**src/rtl/ucsbece154b_gshare_btb_pkg.sv**
```systemverilog
// Shared constants for the gshare/BTB fetch predictor: counter encodings,
// pipeline opcodes that qualify BranchE/JumpE, and the saturating counter step.
package ucsbece154b_gshare_btb_pkg;

   localparam int PC_W = 32;

   localparam logic [1:0] PHT_SNT = 2'b00;
   localparam logic [1:0] PHT_WNT = 2'b01;
   localparam logic [1:0] PHT_WT  = 2'b10;
   localparam logic [1:0] PHT_ST  = 2'b11;

   localparam logic [6:0] OP_BRANCH = 7'b1100011;
   localparam logic [6:0] OP_JAL    = 7'b1101111;
   localparam logic [6:0] OP_JALR   = 7'b1100111;

   function automatic logic [1:0] pht_next(input logic [1:0] ctr, input logic taken);
      logic [1:0] nxt;
      nxt = ctr;
      if (taken) begin
         if (ctr != PHT_ST) nxt = ctr + 2'd1;
      end else begin
         if (ctr != PHT_SNT) nxt = ctr - 2'd1;
      end
      return nxt;
   endfunction

endpackage

```
**src/rtl/ucsbece154b_btb.sv**
```systemverilog
// Direct-mapped branch target buffer: combinational lookup, synchronous
// allocate/overwrite, synchronous clear of all valid bits.
module ucsbece154b_btb
   import ucsbece154b_gshare_btb_pkg::*;
#(
   parameter int NUM_ENTRIES = 32
) (
   input  logic            clk,
   input  logic            reset,
   input  logic [PC_W-1:0] rd_pc,
   output logic            rd_hit,
   output logic [PC_W-1:0] rd_target,
   output logic            rd_is_jump,
   input  logic            wr_en,
   input  logic [PC_W-1:0] wr_pc,
   input  logic [PC_W-1:0] wr_target,
   input  logic            wr_is_jump
);

   localparam int IDX_W = $clog2(NUM_ENTRIES);
   localparam int TAG_W = PC_W - 2 - IDX_W;

   typedef struct packed {
      logic [TAG_W-1:0] tag;
      logic [PC_W-1:0]  target;
      logic             is_jump;
   } entry_t;

   logic [NUM_ENTRIES-1:0] valid;
   entry_t                 entries [NUM_ENTRIES];

   logic [IDX_W-1:0] rd_idx;
   logic [IDX_W-1:0] wr_idx;
   logic [TAG_W-1:0] rd_tag;
   entry_t           rd_entry;

   // Instructions are word aligned, so the byte-offset bits never matter.
   logic unused_pc_bits;
   assign unused_pc_bits = ^{rd_pc[1:0], wr_pc[1:0]};

   assign rd_idx   = rd_pc[IDX_W+1:2];
   assign rd_tag   = rd_pc[PC_W-1:IDX_W+2];
   assign wr_idx   = wr_pc[IDX_W+1:2];
   assign rd_entry = entries[rd_idx];

   assign rd_hit     = valid[rd_idx] && (rd_entry.tag == rd_tag);
   assign rd_target  = rd_hit ? rd_entry.target : '0;
   assign rd_is_jump = rd_hit && rd_entry.is_jump;

   always_ff @(posedge clk) begin
      if (reset) begin
         valid <= '0;
      end else if (wr_en) begin
         valid[wr_idx] <= 1'b1;
      end
   end

   // Payload needs no reset; it is only observed behind a set valid bit.
   always_ff @(posedge clk) begin
      if (wr_en) begin
         entries[wr_idx] <= '{tag: wr_pc[PC_W-1:IDX_W+2], target: wr_target, is_jump: wr_is_jump};
      end
   end

endmodule

```
**src/rtl/ucsbece154b_gshare_btb.sv**
```systemverilog
// Fetch-stage predictor: gshare direction table (GHR xor PC) combined with a
// direct-mapped BTB; trained non-speculatively from Execute-stage resolution.
module ucsbece154b_gshare_btb
   import ucsbece154b_gshare_btb_pkg::*;
#(
   parameter int NUM_BTB_ENTRIES = 32,
   parameter int NUM_GHR_BITS    = 5
) (
   input  logic                    clk,
   input  logic                    reset,
   input  logic [31:0]             PCF_i,
   output logic                    BranchTakenF_o,
   output logic [31:0]             BranchTargetF_o,
   output logic [NUM_GHR_BITS-1:0] PHTindexF_o,
   input  logic [31:0]             PCE_i,
   input  logic [31:0]             BranchTargetE_i,
   input  logic [NUM_GHR_BITS-1:0] PHTindexE_i,
   input  logic                    BranchE_i,
   input  logic                    JumpE_i,
   input  logic                    BranchTakenE_i
);

   localparam int PHT_DEPTH = 1 << NUM_GHR_BITS;

   logic [1:0]              pht [PHT_DEPTH];
   logic [NUM_GHR_BITS-1:0] ghr;

   logic btb_hit;
   logic btb_is_jump;
   logic btb_wr_en;
   logic pht_update;

   assign PHTindexF_o = PCF_i[NUM_GHR_BITS+1:2] ^ ghr;

   // Jumps win if the pipeline ever flags both in the same cycle.
   assign pht_update = BranchE_i && !JumpE_i;
   assign btb_wr_en  = JumpE_i || (BranchE_i && BranchTakenE_i);

   ucsbece154b_btb #(
      .NUM_ENTRIES (NUM_BTB_ENTRIES)
   ) u_btb (
      .clk        (clk),
      .reset      (reset),
      .rd_pc      (PCF_i),
      .rd_hit     (btb_hit),
      .rd_target  (BranchTargetF_o),
      .rd_is_jump (btb_is_jump),
      .wr_en      (btb_wr_en),
      .wr_pc      (PCE_i),
      .wr_target  (BranchTargetE_i),
      .wr_is_jump (JumpE_i)
   );

   assign BranchTakenF_o = btb_hit && (btb_is_jump || pht[PHTindexF_o][1]);

   always_ff @(posedge clk) begin
      if (reset) begin
         for (int i = 0; i < PHT_DEPTH; i++) begin
            pht[i] <= PHT_WNT;
         end
         ghr <= '0;
      end else if (pht_update) begin
         pht[PHTindexE_i] <= pht_next(pht[PHTindexE_i], BranchTakenE_i);
         ghr              <= {ghr[NUM_GHR_BITS-2:0], BranchTakenE_i};
      end
   end

endmodule

```
**config.mk**
```make
export PLATFORM = sky130hd
export DESIGN_NAME = ucsbece154b_gshare_btb
export DESIGN_NICKNAME = d
export VERILOG_FILES = /design/src/rtl/ucsbece154b_gshare_btb_pkg.sv /design/src/rtl/ucsbece154b_btb.sv /design/src/rtl/ucsbece154b_gshare_btb.sv
export SDC_FILE = /design/constraint.sdc
export NUM_CORES = 2
export LEC_CHECK = 0
export CAP_MARGIN = 20
export CORE_MARGIN = 2
export CORE_UTILIZATION = 56
export DETAILED_ROUTE_END_ITERATION = 10
export HOLD_SLACK_MARGIN = 0.15
export MAX_ROUTING_LAYER = met4
export PLACE_DENSITY = 0.79
export SLEW_MARGIN = 20
export SYNTH_ARGS = -nofsm -noshare
export SYNTH_HDL_FRONTEND = slang
export SYNTH_SLANG_ARGS = --single-unit
```
**constraint.sdc**
```tcl
create_clock -name clk -period 4.8 [get_ports clk]
set_clock_uncertainty 0.15 [all_clocks]
set_input_delay 0.96 -clock clk [delete_from_list [all_inputs] [get_ports clk]]
set_output_delay 0.96 -clock clk [all_outputs]
set_load 0.02 [all_outputs]
```
==> results summary <==
The number of sinks driven by the clock tree came out at 1957. Summed over all instances, the cell type with the most area after synthesis is edfxtp_1. Timing analysis after detailed placement gives a worst setup slack of -1250 ps. The post-synthesis sequential element count is 1957. The final number of max-transition violations is 0. The fraction of layout cells with a size suffix above 1 is 32.5%. Setup repair after global routing could not meet its margin everywhere. The final worst setup slack is -666 ps. The endpoint identified for the worst register-to-register timing path is pht[29][0]. The checks that failed: setup timing. The minimum hold slack is between 300 and 400 ps. The length of the first detailed-routing pass in iterations came out at 6. The final net count came out at approximately 4100. The areal power density over the cells came out at 400 nW/um2. Measured against its own limit, the worst slew margin works out to a little over a fifth. TritonCTS built the clock tree. The post-layout minimum cycle time is between 5000 and 6000 ps.

The worst path uses 114% of the clock period. The actual transition at the worst max-transition pin is roughly 1200 ps. The total area inside the core boundary comes to 136000 um2. The total of max-cap violations is 0. Row generation in the floorplan step produced between 100 and 150 rows.

Yosys attributes the largest share of cell area to edfxtp_1 75%, mux4_2 15%, mux2i_1 1.8%. The detailed router's first-iteration violation count is approximately 7500. The area growth from synthesis to layout is 17.8%. The maximum ir drop on the vdd rail came out at 0.440 mV. After global routing the overflow that remains totals 0. The most used flip-flop cell after synthesis is edfxtp_1.

The worst register-to-register path begins at pht[23][1]. From left edge to right edge, the die measures between 300 and 400 um. around 140 I/O pins were placed.

The final-report hold violation count came out at 0. The final number of setup-violating endpoints is 33. TritonCTS created roughly 190 clock buffers.

The worst hold path begins at u_btb.valid[11]. Following the worst setup path forward leads to its endpoint at BranchTargetF_o[25]. Timing would allow up to ~0.18 GHz. The commonest cells after synthesis are 1920 x edfxtp_1, 507 x mux4_2, 153 x nor2_1, 141 x mux2i_1, 140 x nand2_1. The flow ran to the end, but the final reports show violations.

The half-perimeter wire length after placement is 104 mm. The hold buffer count at cts came out at 0. The clock-pin slew of the registers on the worst-case setup and hold paths came out at 60 ps. The final sum of negative setup slack came out at -18610 ps. The endpoint kind of the worst setup timing path is a primary output. Data on the critical path arrives at its endpoint at around 4400 ps. The gate count of the mapped netlist is roughly 3500. The tree is rooted in a clkbuf_16. The pin count of the biggest net entering global routing is about 130. The worst-skew pair later-pin latency is ~820 ps. The number of port buffers is ~140. The clock tree synthesis step divided the H-tree into 4 levels. The first element of the critical path is PCF_i[2]. The synthesis warning total is 0. The per-cell via count in the routed design came out at 7.15. The top-area cell type share of the netlist area is between 70% and 80%. The congestion estimate from routability-driven global placement came to between 0.8 and 0.9.

The global router's overall resource usage is between 30% and 40%. The aggregate routed wire length came out at ~230 mm. The area of the mapped netlist is 76500 um2. The maximum buffer depth of the clock tree came out at 3. The data required time at the worst endpoint came out at about 3700 ps.

The first-pass GRT wire length is just over 300 mm. The number of global-route vias before repair is ~42000. Along the worst path, the maximum fanout reaches 10.

The sequential share of the synthesized area is 76.3%. The type of the worst setup path is in2out. The total via count after detailed routing came out at 42600. In the final routed layout, each cell accounts on average for between 30 and 40 um. The path class of the tightest hold or removal check is reg2reg. The number of distinct library cell variants in the gate-level netlist after synthesis came out at 71. The starting density of the core is between 50% and 60%. Each instance of the synthesized netlist takes up on average between 20 and 25 um2.

The element type at the critical path start is a primary input. For this run, design rule violations remaining after detail routing come to 0. The die covers around 140000 um2. The slack of the worst reg-to-reg path is approximately 1900 ps.

The number of antenna violations at the first check in global routing came out at 13. The number of enable flip-flop cells after synthesis is roughly 1900. The detail route stage leaves a number of antenna-violating nets equal to 0.

In this run the static leakage power is between 20 and 30 nW. The vertical extent of the die is 374 um. The number of nets produced by synthesis is 3618. Among all cell types in the netlist, the one instantiated most often is edfxtp_1. Measured in cells, the most critical reg-to-reg path has a length of 7. The core utilization of the finished layout came out at about 66%. The share of async-settable or async-resettable flops after synthesis came out at 0%.
==> logic make-up (layout without fill, tap and decap cells) <==
group	count (synthesis)	count (layout)	synth area share, %
other	0	15	0
buffers and inverters	203	843	1.39
multiplexers	666	666	17.0
adder cells (fa/ha/maj)	2	2	0.0262
XOR/XNOR	21	21	0.250
AND/OR/NAND/NOR	476	476	2.89
AO/OA/AOI/OAI	187	187	2.12
flip-flops	1957	1957	76.3
==> repair_timing <==
action,CTS,global route
gates resized for setup,207,74
pin swaps,34,29
hold endpoints to repair,0,0
endpoints found under the setup margin,33,33
gates cloned,9,2
buffers inserted,20,33
==> cells in the final DEF, fill, tap and decap left out, types with 16 or more instances in the layout <==
| cell type | netlist | routed |
|---|---|---|
| buf_12 | 2 | 81 |
| buf_4 | 16 | 274 |
| clkdlybuf4s50_1 | 0 | 86 |
| nor2_1 | 153 | 120 |
| mux4_2 | 507 | 507 |
| nor2_4 | 0 | 33 |
| dfxtp_1 | 37 | 37 |
| mux2i_1 | 141 | 129 |
| clkbuf_16 | 0 | 190 |
| clkinv_1 | 0 | 39 |
| nand2_1 | 140 | 139 |
| buf_6 | 17 | 19 |
| a221oi_1 | 20 | 16 |
| clkbuf_1 | 77 | 37 |
| bufinv_16 | 0 | 17 |
| or2_2 | 19 | 19 |
| mux2_2 | 18 | 17 |
| nor3_1 | 31 | 28 |
| buf_16 | 0 | 17 |
| clkinv_2 | 0 | 34 |
| nand2b_1 | 20 | 19 |
| nand3_1 | 44 | 43 |
| a22oi_1 | 41 | 41 |
| edfxtp_1 | 1920 | 1920 |
| a2111oi_4 | 1 | 34 |
==> worst min path at each step <==
stage | end | slack [ps] | cells after the start
after floorplan | u_btb.valid[10] | 280 | 2
after global placement | u_btb.valid[7] | 290 | 2
after detailed placement | u_btb.valid[11] | 310 | 2
after CTS | ghr[1] | 280 | 2
after global routing | ghr[1] | 310 | 2
final | u_btb.valid[11] | 320 | 2
==> stage by stage <==
stage	instance area, um2	power (W)	instances
after floorplan	77200	0.0206	3512
after global placement	83000	0.0215	5543
after detailed placement	83000	0.0216	5543
after CTS	89600	0.0358	5901
after global routing	90200	0.0368	5946
final	90200	0.0361	5948
==> where the power goes <==
group / switching, W / internal, W
Sequential: 0.0000984 / 0.0190
Combinational: 0.00136 / 0.000994
Clock: 0.00645 / 0.00812
Total: 0.00791 / 0.0281
==> area by class of cell <==
class                      count  area [um2]
inverter                       7        32.5
multi-input combinational   1352       18100
clock buffer                 227        4870
clock inverter               106        1000
tap                         1781        2230
antenna                       15        37.5
timing repair buffer         503        5510
sequential                  1957       58400
fill                        7945       45400
==> critical path, cell delays in order <==
cell,delay (ps)
buf_16,150
buf_8,180
mux4_2,540
mux2i_1,220
mux2i_1,160
a32oi_2,530
xnor2_1,130
nor2_1,160
nand4_1,210
buf_12,230
buf_16,160
buf_8,120
a2111oi_4,340
buf_4,220
==> registers in the layout, indices dropped and copies added, names as in the netlist <==
signal / cells
ghr: 5
pht: 64
u_btb.entries: 1856
u_btb.valid: 32
==> routing by layer <==
| metal | vias to the layer above | GRT usage [%] | wire length [um] | part of all wire (%) |
|---|---|---|---|---|
| met4 | 0 | 15.1 | 13600 | 6.0 |
| met5 | - | - | 0 | 0 |
| met3 | 900 | 6.91 | 29200 | 13 |
| li1 | 15800 | - | - | - |
| met1 | 21700 | 40.9 | 73200 | 32 |
| met2 | 4206 | 51.3 | 111000 | 49 |
Power figures use the tool's default switching activity.
